===== config.mk =====
export PLATFORM = sky130hd
export DESIGN_NAME = qpoint_adder
export DESIGN_NICKNAME = d
export VERILOG_FILES = /design/src/rtl/qpoint_adder.sv
export SDC_FILE = /design/constraint.sdc
export NUM_CORES = 1
export LEC_CHECK = 0
export ABC_CLOCK_PERIOD_IN_PS = 2770
export CORE_MARGIN = 2
export CORE_UTILIZATION = 50
export CTS_CLUSTER_DIAMETER = 50
export DETAILED_ROUTE_END_ITERATION = 8
export DONT_BUFFER_PORTS = 1
export MAX_ROUTING_LAYER = met4
export PLACE_DENSITY = 0.62
export SLEW_MARGIN = 20
export SYNTH_ARGS = -nofsm -noshare
export SYNTH_HDL_FRONTEND = slang
export SYNTH_SLANG_ARGS = --single-unit

===== constraint.sdc =====
create_clock -name clk -period 2.77 [get_ports clk]
set_input_delay 0.4155 -clock clk [delete_from_list [all_inputs] [get_ports clk]]
set_output_delay 0.4155 -clock clk [all_outputs]
set_load 0.05 [all_outputs]

===== src/rtl/qpoint_adder.sv =====
// Registered signed fixed-point adder with one cycle of latency and a valid strobe.
// Optional saturation on narrowed outputs is enabled by defining QPOINT_ADDER_SAT_EN (otherwise the result wraps).
module qpoint_adder #(
    parameter int unsigned INP_WIDTH = 8,
    parameter int unsigned OUT_WIDTH = 9,
    parameter int unsigned FRAC_BITS = 7
) (
    input  logic                 clk,
    input  logic                 rst,
    input  logic [INP_WIDTH-1:0] a,
    input  logic [INP_WIDTH-1:0] b,
    input  logic                 in_valid,
    output logic [OUT_WIDTH-1:0] c,
    output logic                 out_valid,
    output logic                 ovf
);

    localparam int unsigned SUM_W = INP_WIDTH + 1;

    // Reject parameter sets the datapath cannot represent.
    if (INP_WIDTH < 2) begin : g_bad_inp
        $error("qpoint_adder: INP_WIDTH must be at least 2");
    end
    if (OUT_WIDTH < 2 || OUT_WIDTH > SUM_W) begin : g_bad_out
        $error("qpoint_adder: OUT_WIDTH must lie in 2 .. INP_WIDTH+1");
    end
    if (FRAC_BITS > INP_WIDTH) begin : g_bad_frac
        $error("qpoint_adder: FRAC_BITS cannot exceed INP_WIDTH");
    end

    logic [SUM_W-1:0]     sum_c;
    logic [OUT_WIDTH-1:0] c_c;
    logic                 ovf_c;

    // Full-precision sum; one guard bit means it can never overflow.
    always_comb begin
        sum_c = {a[INP_WIDTH-1], a} + {b[INP_WIDTH-1], b};
    end

    if (OUT_WIDTH == SUM_W) begin : g_full
        always_comb begin
            c_c   = sum_c;
            ovf_c = 1'b0;
        end
    end else begin : g_narrow
        localparam int unsigned TOP_W = SUM_W - OUT_WIDTH + 1;

        logic [TOP_W-1:0] top_c;

        // Sum fits iff every bit from the new sign position upward agrees.
        always_comb begin
            top_c = sum_c[SUM_W-1:OUT_WIDTH-1];
            ovf_c = !((&top_c) || !(|top_c));
            c_c   = sum_c[OUT_WIDTH-1:0];
`ifdef QPOINT_ADDER_SAT_EN
            if (ovf_c) begin
                c_c = sum_c[SUM_W-1] ? {1'b1, {(OUT_WIDTH-1){1'b0}}}
                                     : {1'b0, {(OUT_WIDTH-1){1'b1}}};
            end
`endif
        end
    end

    // Output register; result and flag hold while no sample is accepted.
    always_ff @(posedge clk or posedge rst) begin
        if (rst) begin
            c         <= '0;
            ovf       <= 1'b0;
            out_valid <= 1'b0;
        end else begin
            out_valid <= in_valid;
            if (in_valid) begin
                c   <= c_c;
                ovf <= ovf_c;
            end
        end
    end

endmodule


==> results of run 1 <==
-- power by group through the flow --
stage	clock network (mW)	registers, mW	logic [mW]
after global routing	0.149	0.288	0.119
after detailed placement	0	0.289	0.108
final	0.133	0.285	0.106
after floorplan	0	0.283	0.100
after CTS	0.136	0.286	0.108
after global placement	0	0.288	0.106
-- through the flow --
step,power [mW],worst slack [ns],area (um2),hold WS (ns),instances
final,0.524,0.996,762,0.0115,85
after global routing,0.555,0.957,762,0.0397,85
after CTS,0.530,1.00,762,0.0209,85
after detailed placement,0.397,0.698,726,0.315,81
after global placement,0.395,0.748,726,0.306,81
after floorplan,0.383,0.814,734,0.256,70
-- layer usage --
layer	global-route usage (%)	vias to the layer above	wire length (um)
met4	5.63	0	14
met3	8.19	4	117
met2	24.3	21	597
li1	-	253	-
met5	-	-	0
met1	18.8	241	532
-- synthesized netlist by cell type --
cell type / instances
a211oi_2: 1
a21o_1: 2
a21oi_1: 7
a221oi_2: 1
and3_1: 1
and3_2: 1
buf_2: 1
buf_4: 1
buf_6: 1
clkbuf_1: 1
conb_1: 1
dfrtp_1: 10
fa_1: 1
ha_1: 8
inv_1: 2
mux2_2: 4
mux2_4: 1
mux2i_1: 1
nand2_1: 4
nand4_1: 1
nor2_1: 4
nor2b_1: 3
nor3b_1: 2
nor4_1: 1
o2111a_1: 1
o21ai_0: 2
o32ai_1: 1
o41ai_2: 1
or3_1: 1
xnor2_1: 3
xor2_1: 1
-- critical path, cell delays in order --
cell and delay [ns]:
ha_1 0.21, fa_1 0.40, a21o_1 0.22, a221oi_2 0.30
nor2b_1 0.10, o41ai_2 0.29
-- worst paths after layout --
kind                              to  slack [ns]  depth (start not counted)
hold / removal                  c[0]        0.01                          1
max in group asynchronous       c[5]        2.48                          1
min in group clk           out_valid        0.18                          0
setup reg to reg                c[5]        1.53                          3
hold reg to reg                 c[2]        0.80                          2
setup / recovery                c[8]         1.0                          6
-- state kept, by name, summed over array words and instances, names as in the netlist --
register   count
out_valid      1
c              9
-- layout make-up --
type                            instances  area (um2)
Clock buffer                            4        36.3
Fill cell                             126         572
Inverter                                2        7.51
Multi-Input combinational cell         54         449
Sequential cell                        10         250
Tap cell                               15        18.8
-- logic make-up (layout without fill, tap and decap cells) --
kind of cell | Yosys count | count (layout) | share of synthesized area [%]
flip-flops | 10 | 10 | 34.1
buffers and inverters | 6 | 6 | 4.77
multiplexers | 6 | 6 | 9.54
XOR/XNOR | 4 | 4 | 4.77
other | 1 | 1 | 0.511
adder cells (fa/ha/maj) | 9 | 9 | 16.4
AND/OR/NAND/NOR | 18 | 18 | 13.1
AO/OA/AOI/OAI | 16 | 16 | 16.9
==> flow_summary.json, run 1 <==
{
  "routedWlPerCell_um": 14.8,
  "gp_congestion": 0.724,
  "finalSetupViolations": 0,
  "grt_pass1_vias": 470,
  "layout_commonest_cell": "dfrtp_1",
  "critPathLaunchType": "primary input",
  "io_buffer_count": 0,
  "dp_hpwl_um": 1010,
  "syn_avg_cell_area_um2": 10.5,
  "clock-sinks": 10,
  "crit_fanout": 2,
  "cts_tree": "yes",
  "pwr-share-seq_pct": 54.4,
  "rsz0062_at_grt": "false",
  "slew_viol_final": 0,
  "drc_errors": 0,
  "hold_viol": 0,
  "grt_pass1_wl_um": 2080,
  "reg2reg_from": "c[5]",
  "nets": 99,
  "swShare_pct": 41.6,
  "yosysTopAreaCellShare_pct": 34.1,
  "layout_min_cycle_time_ns": 1.77,
  "fmax_mhz": 564,
  "diodes": 0,
  "critPathRequiredTime_ns": 2.93,
  "maxCapViolations": 0,
  "hold_path_class": "in -> async",
  "tns_ns": 0,
  "cts.clk_slew.worst_paths_ns": 0.07,
  "fin_crit_sh_pct": 64.1,
  "clk-insertion-delay-late_ns": 0.27,
  "clock_path_buffers": 2,
  "p_switching_mw": 0.218,
  "intPower_mw": 0.306,
  "yosys_warnings": 0,
  "area_growth_syn_to_layout_pct": 3.75,
  "arrival_ns": 1.94,
  "die_area_um2": 1790,
  "final_cell_mix": "dfrtp_1, ha_1, a21oi_1",
  "cts_made_buffers": 3,
  "fin_skew_ns": 0,
  "netlist_area_um2": 734,
  "pwr-share-comb_pct": 20.3,
  "grt-ovfl-total": 0,
  "yosys.area.top_type": "dfrtp_1",
  "totalWireLength_um": 1260,
  "startpoint": "a[0]",
  "netlist-cell-type-count": 31,
  "coreArea_um2": 1330,
  "synth_nets": 98,
  "synth-seq-area-share_pct": 34.1,
  "antenna_found_initial": 0,
  "crit_path_end_kind": "flip-flop",
  "path_class": "in -> reg",
  "fin_util_pct": 57.1,
  "avgViaCountPerCell": 6.11,
  "synth_area_leaders": "dfrtp_1, ha_1, mux2_2, a21oi_1, xnor2_1",
  "row_count": 13,
  "grt_usage_pct": 16.2,
  "p_leak_nw": 0.349,
  "run_status": "completed",
  "boundaryPins": 30,
  "post_cts_buffers": 0,
  "start_util_pct": 55.1,
  "synth_seq_cells": 10,
  "peakVddDrop_mv": 0.281,
  "drtIter0Drc": 7,
  "grt_max_degree": 19,
  "die_x_um": 42.3,
  "cts_hold_buf": 0,
  "cts_resized": 0,
  "cts_root_buf": "clkbuf_4",
  "die_h_um": 42.3,
  "power_density_nw_per_um2": 688,
  "power.clock.fraction_pct": 25.4,
  "htreeDepth": 1,
  "first_pass_iters": 2,
  "drive_above_1_share_pct": 18.6,
  "synth_cells": 70,
  "vias": 519,
  "ant_nets": 0
}
Note: power is estimated with default switching activity, not from simulation.
==> run 2, diff against run 1 <==
ABC_CLOCK_PERIOD_IN_PS = 1700   (was 2770)
clock period = 1.7 ns   (was 2.77 ns; I/O delays follow)
==> run 2 against run 1 <==
Compared with the run above:
- clock skew stayed put
- routed wire length is 10% higher
- first-iteration DRC count is 14% lower
- clock-buffer cell count stayed put
- worst setup slack worse by 0.77 ns
- via count is 5.2% higher
- non-clock buffer count is 9 higher
- highest routed layer unchanged
- register-to-register slack worse by 0.97 ns
- total power is 70% higher
==> flow_summary.json, run 2 (same netlist as run 1, synthesis figures left out) <==
{
  "avgViaCountPerCell": 5.81,
  "grt-ovfl-total": 0,
  "swShare_pct": 41.4,
  "top_register": "c",
  "boundaryPins": 30,
  "intPower_mw": 0.522,
  "power_density_nw_per_um2": 1060,
  "hold_depth": 1,
  "cts_root_buf": "clkbuf_4",
  "final_cell_mix": "dfrtp_1, a21oi_1, ha_1, buf_4",
  "dp_hpwl_um": 1090,
  "die_h_um": 42.3,
  "clk-insertion-delay-late_ns": 0.27,
  "tns_ns": 0,
  "row_count": 13,
  "die_area_um2": 1790,
  "hold_viol": 0,
  "path_class": "in -> reg",
  "layout_min_cycle_time_ns": 1.47,
  "run_status": "completed",
  "reg.largest.list": "c: 9 flops, out_valid: 1 flops",
  "clock_path_buffers": 2,
  "gp_congestion": 0.801,
  "area_growth_syn_to_layout_pct": 14.3,
  "start_util_pct": 55.1,
  "p_leak_nw": 0.389,
  "largest_register_ffs": 9,
  "slew_viol_final": 0,
  "fin_crit_sh_pct": 86.7,
  "drc_errors": 0,
  "hold_path_class": "in -> reg",
  "vias": 546,
  "p_switching_mw": 0.369,
  "ant_nets": 0,
  "htreeDepth": 1,
  "grt_pass1_vias": 509,
  "maxCapViolations": 0,
  "diodes": 0,
  "rr_worst_depth": 3,
  "finalSetupViolations": 0,
  "cts_tree": "yes",
  "fmax_mhz": 679,
  "pwr-share-seq_pct": 50.5,
  "nFillCells": 115,
  "die_x_um": 42.3,
  "antenna_found_initial": 0,
  "drtIter0Drc": 6,
  "fin_skew_ns": 0,
  "clock-sinks": 10,
  "grt_usage_pct": 17.1,
  "routedWlPerCell_um": 14.8,
  "nets": 108,
  "io_buffer_count": 0,
  "grt_pass1_wl_um": 2180,
  "drive_above_1_share_pct": 27.8,
  "rsz0062_at_grt": "false",
  "first_pass_iters": 3,
  "coreArea_um2": 1330,
  "totalWireLength_um": 1390,
  "power.clock.fraction_pct": 25.0,
  "peakVddDrop_mv": 0.539,
  "pwr-share-comb_pct": 24.5,
  "crit_path_end_kind": "flip-flop",
  "cts.clk_slew.worst_paths_ns": 0.07,
  "grt_max_degree": 19,
  "cts_made_buffers": 3,
  "post_cts_buffers": 0,
  "critPathLaunchType": "primary input",
  "arrival_ns": 1.64,
  "layout_commonest_cell": "dfrtp_1",
  "whs_ns": 0.0625,
  "crit_fanout": 2,
  "critPathRequiredTime_ns": 1.87
}
run 2: per-layer routing:
metal	share of wire (%)	track usage [%]
met1	42	18.3
met5	0	-
met3	7.9	7.76
met2	49	28.9
met4	0.36	3.75
run 2: repair_timing:
item	4_1_cts	5_1_grt
hold buffers	1	1
resized for setup	0	0
endpoints found under the hold margin	10	1
run 2: stage by stage:
step                instance area (um2)  worst slack (ns)  std cells  total power [mW]  util, %
finish                              840             0.227         94             0.891     62.9
global route                        840             0.150         94             0.937     62.9
CTS                                 830             0.242         93             0.894     62.2
detailed placement                  783           -0.0573         88             0.672     58.7
global placement                    783           -0.0362         88             0.667     58.7
floorplan                           739           0.00645         70             0.625        -
run 2: path summary, 6_finish.rpt:
check / from / endpoint / slack [ns]
worst max-delay path: a[0] / c[8] / 0.23
worst min-delay path: in_valid / c[2] / 0.06
worst max register to register: c[8] / c[8] / 0.56
worst min register to register: c[5] / c[5] / 0.62
max in group asynchronous: rst / c[2] / 1.01
min in group asynchronous: rst / c[6] / 0.41
run 2: worst max-delay path, cell delays in order:
cell and delay [ns]:
ha_2 0.18, fa_2 0.36, a21o_1 0.18, a221oi_2 0.27
nor2b_1 0.09, o41ai_2 0.29
run 2: layout make-up:
class                           instances  area [um2]  area share (%)
Clock buffer                            4        36.3            4.32
Multi-Input combinational cell         54         454            54.1
Inverter                                2        7.51           0.894
Tap cell                               15        18.8            2.24
Sequential cell                        10         250            29.8
Timing Repair Buffer                    9        72.6            8.64
run 2: power by group through the flow:
stage | Combinational, mW | Sequential [mW] | Clock (mW)
finish | 0.218 | 0.450 | 0.223
CTS | 0.219 | 0.451 | 0.224
floorplan | 0.164 | 0.461 | 0
global placement | 0.212 | 0.455 | 0
global route | 0.241 | 0.454 | 0.242
detailed placement | 0.217 | 0.455 | 0
==> run 3, diff against run 2 <==
CORE_MARGIN = not set   (was 2)
==> run 3 against run 2 <==
Compared with the run above:
- clock power is essentially flat
- sequential share of layout area up 0.64 points
- critical path depth stayed put
- highest routed layer is now met3
- worst hold slack got worse by 0.053 ns
- critical endpoint is now c[6]
- largest cell class unchanged
- critical path type unchanged
==> flow_summary.json, run 3 (same netlist as run 1, synthesis figures left out) <==
{
  "run_status": "completed",
  "place_area_um2": 776,
  "max_stage_delay_ns": 0.36,
  "top_register": "c",
  "critPathLaunchType": "primary input",
  "p_leak_nw": 0.380,
  "critical-path-top-delay-family": "adder cells",
  "ant_nets": 0,
  "coreArea_um2": 1330,
  "cts_root_buf": "clkbuf_4",
  "hp-start": "in_valid",
  "path_class": "in -> reg",
  "die_area_um2": 1630,
  "die_x_um": 40.3,
  "arrival_ns": 1.62,
  "maxCapViolations": 0,
  "critPathRequiredTime_ns": 1.86,
  "fin_util_pct": 61.6,
  "crit_fanout": 2,
  "layout_min_cycle_time_ns": 1.46,
  "hold_path_class": "in -> reg",
  "vias": 544,
  "crit_path_end_kind": "flip-flop",
  "reg2reg_from": "c[8]",
  "largest_register_ffs": 9,
  "critical-path-slowest-cell": "fa_2",
  "clk-insertion-delay-late_ns": 0.27,
  "htreeDepth": 1,
  "crit_end": "c[6]",
  "nets": 106,
  "finalSetupViolations": 0,
  "io_buffer_count": 0,
  "timing.rr.end": "c[8]",
  "cp_cell_sequence": "ha_2 -> fa_2 -> a21o_1 -> a221oi_2 -> xnor2_1 -> mux2_4",
  "grt_max_degree": 19,
  "cp.depth": 6,
  "routedWlPerCell_um": 14.8,
  "start_util_pct": 55.1,
  "hold_viol": 0,
  "reg.largest.list": "c: 9 flops, out_valid: 1 flops",
  "reg2reg_slack_ns": 0.55,
  "cts.clk_slew.worst_paths_ns": 0.07,
  "grt_pass1_vias": 527,
  "layout_commonest_cell": "dfrtp_1",
  "rr_worst_depth": 3,
  "rsz0062_at_grt": "false",
  "fin_crit_sh_pct": 85.8,
  "cts_resized": 0,
  "startpoint": "a[0]",
  "cts_made_buffers": 3,
  "antenna_found_initial": 0,
  "peakVddDrop_mv": 0.621,
  "drc_errors": 0,
  "totalWireLength_um": 1370,
  "die_h_um": 40.3,
  "row_count": 13,
  "power_density_nw_per_um2": 1070,
  "multi_input_area_um2": 454,
  "instances_no_fill": 92,
  "fin_skew_ns": 0,
  "grt_usage_pct": 20.9,
  "first_pass_iters": 4,
  "boundaryPins": 30,
  "dp_hpwl_um": 1090,
  "fmax_mhz": 686,
  "crit_buf_inv": 0,
  "gp_congestion": 0.735,
  "clock_path_buffers": 2,
  "cts_tree": "yes",
  "drtIter0Drc": 6,
  "drive_above_1_share_pct": 27.3,
  "avgViaCountPerCell": 5.91,
  "final_cell_mix": "dfrtp_1, a21oi_1, ha_1, buf_4",
  "clock-sinks": 10,
  "slew_viol_final": 0,
  "regArea_um2": 250,
  "area_growth_syn_to_layout_pct": 11.9,
  "dp.cells": 87,
  "diodes": 0,
  "design_area_um2": 822,
  "grt-ovfl-total": 0,
  "nFillCells": 126,
  "grt_pass1_wl_um": 2100
}
==> run 3: final cells by class <==
type / count / share of cell area [%]
multi-input combinational: 54 / 55.3
sequential: 10 / 30.4
timing repair buffer: 7 / 6.70
clock buffer: 4 / 4.41
tap: 15 / 2.28
inverter: 2 / 0.913
==> run 3: report_power, final <==
part	leakage [nW]	switching [mW]	total (mW)	internal, mW
logic	0.242	0.104	0.213	0.109
registers	0.117	0.170	0.448	0.279
clock network	0.0210	0.0908	0.221	0.130
==> run 3: worst min path at each step <==
| stage | end | slack, ns | depth (start not counted) |
|---|---|---|---|
| final | out_valid | 0.01 | 0 |
| after floorplan | c[0] | 0.1 | 1 |
| after global routing | out_valid | 0.00001 | 0 |
| after CTS | out_valid | 0.006 | 0 |
| after global placement | c[0] | 0.14 | 1 |
| after detailed placement | c[0] | 0.14 | 1 |
==> run 3: per-stage QoR <==
step                setup WS [ns]  hold WS, ns  power, mW  setup TNS, ns
finish                      0.242      0.00993      0.882              0
floorplan                 0.00645       0.0952      0.625              0
CTS                         0.230      0.00607      0.890              0
global placement          -0.0357        0.143      0.664        -0.0357
global route                0.171   0.00000988      0.929              0
detailed placement        -0.0720        0.144      0.669         -0.128
==> run 3: repair_timing <==
item,CTS,global route
setup buffers,0,0
hold buffers,1,0
endpoints found under the hold margin,10,0
==> run 3: routing by layer <==
layer / track usage, % / routed length, um
met5: - / 0
met4: 5.00 / 0
met3: 9.44 / 113
met2: 36.1 / 668
met1: 21.5 / 584
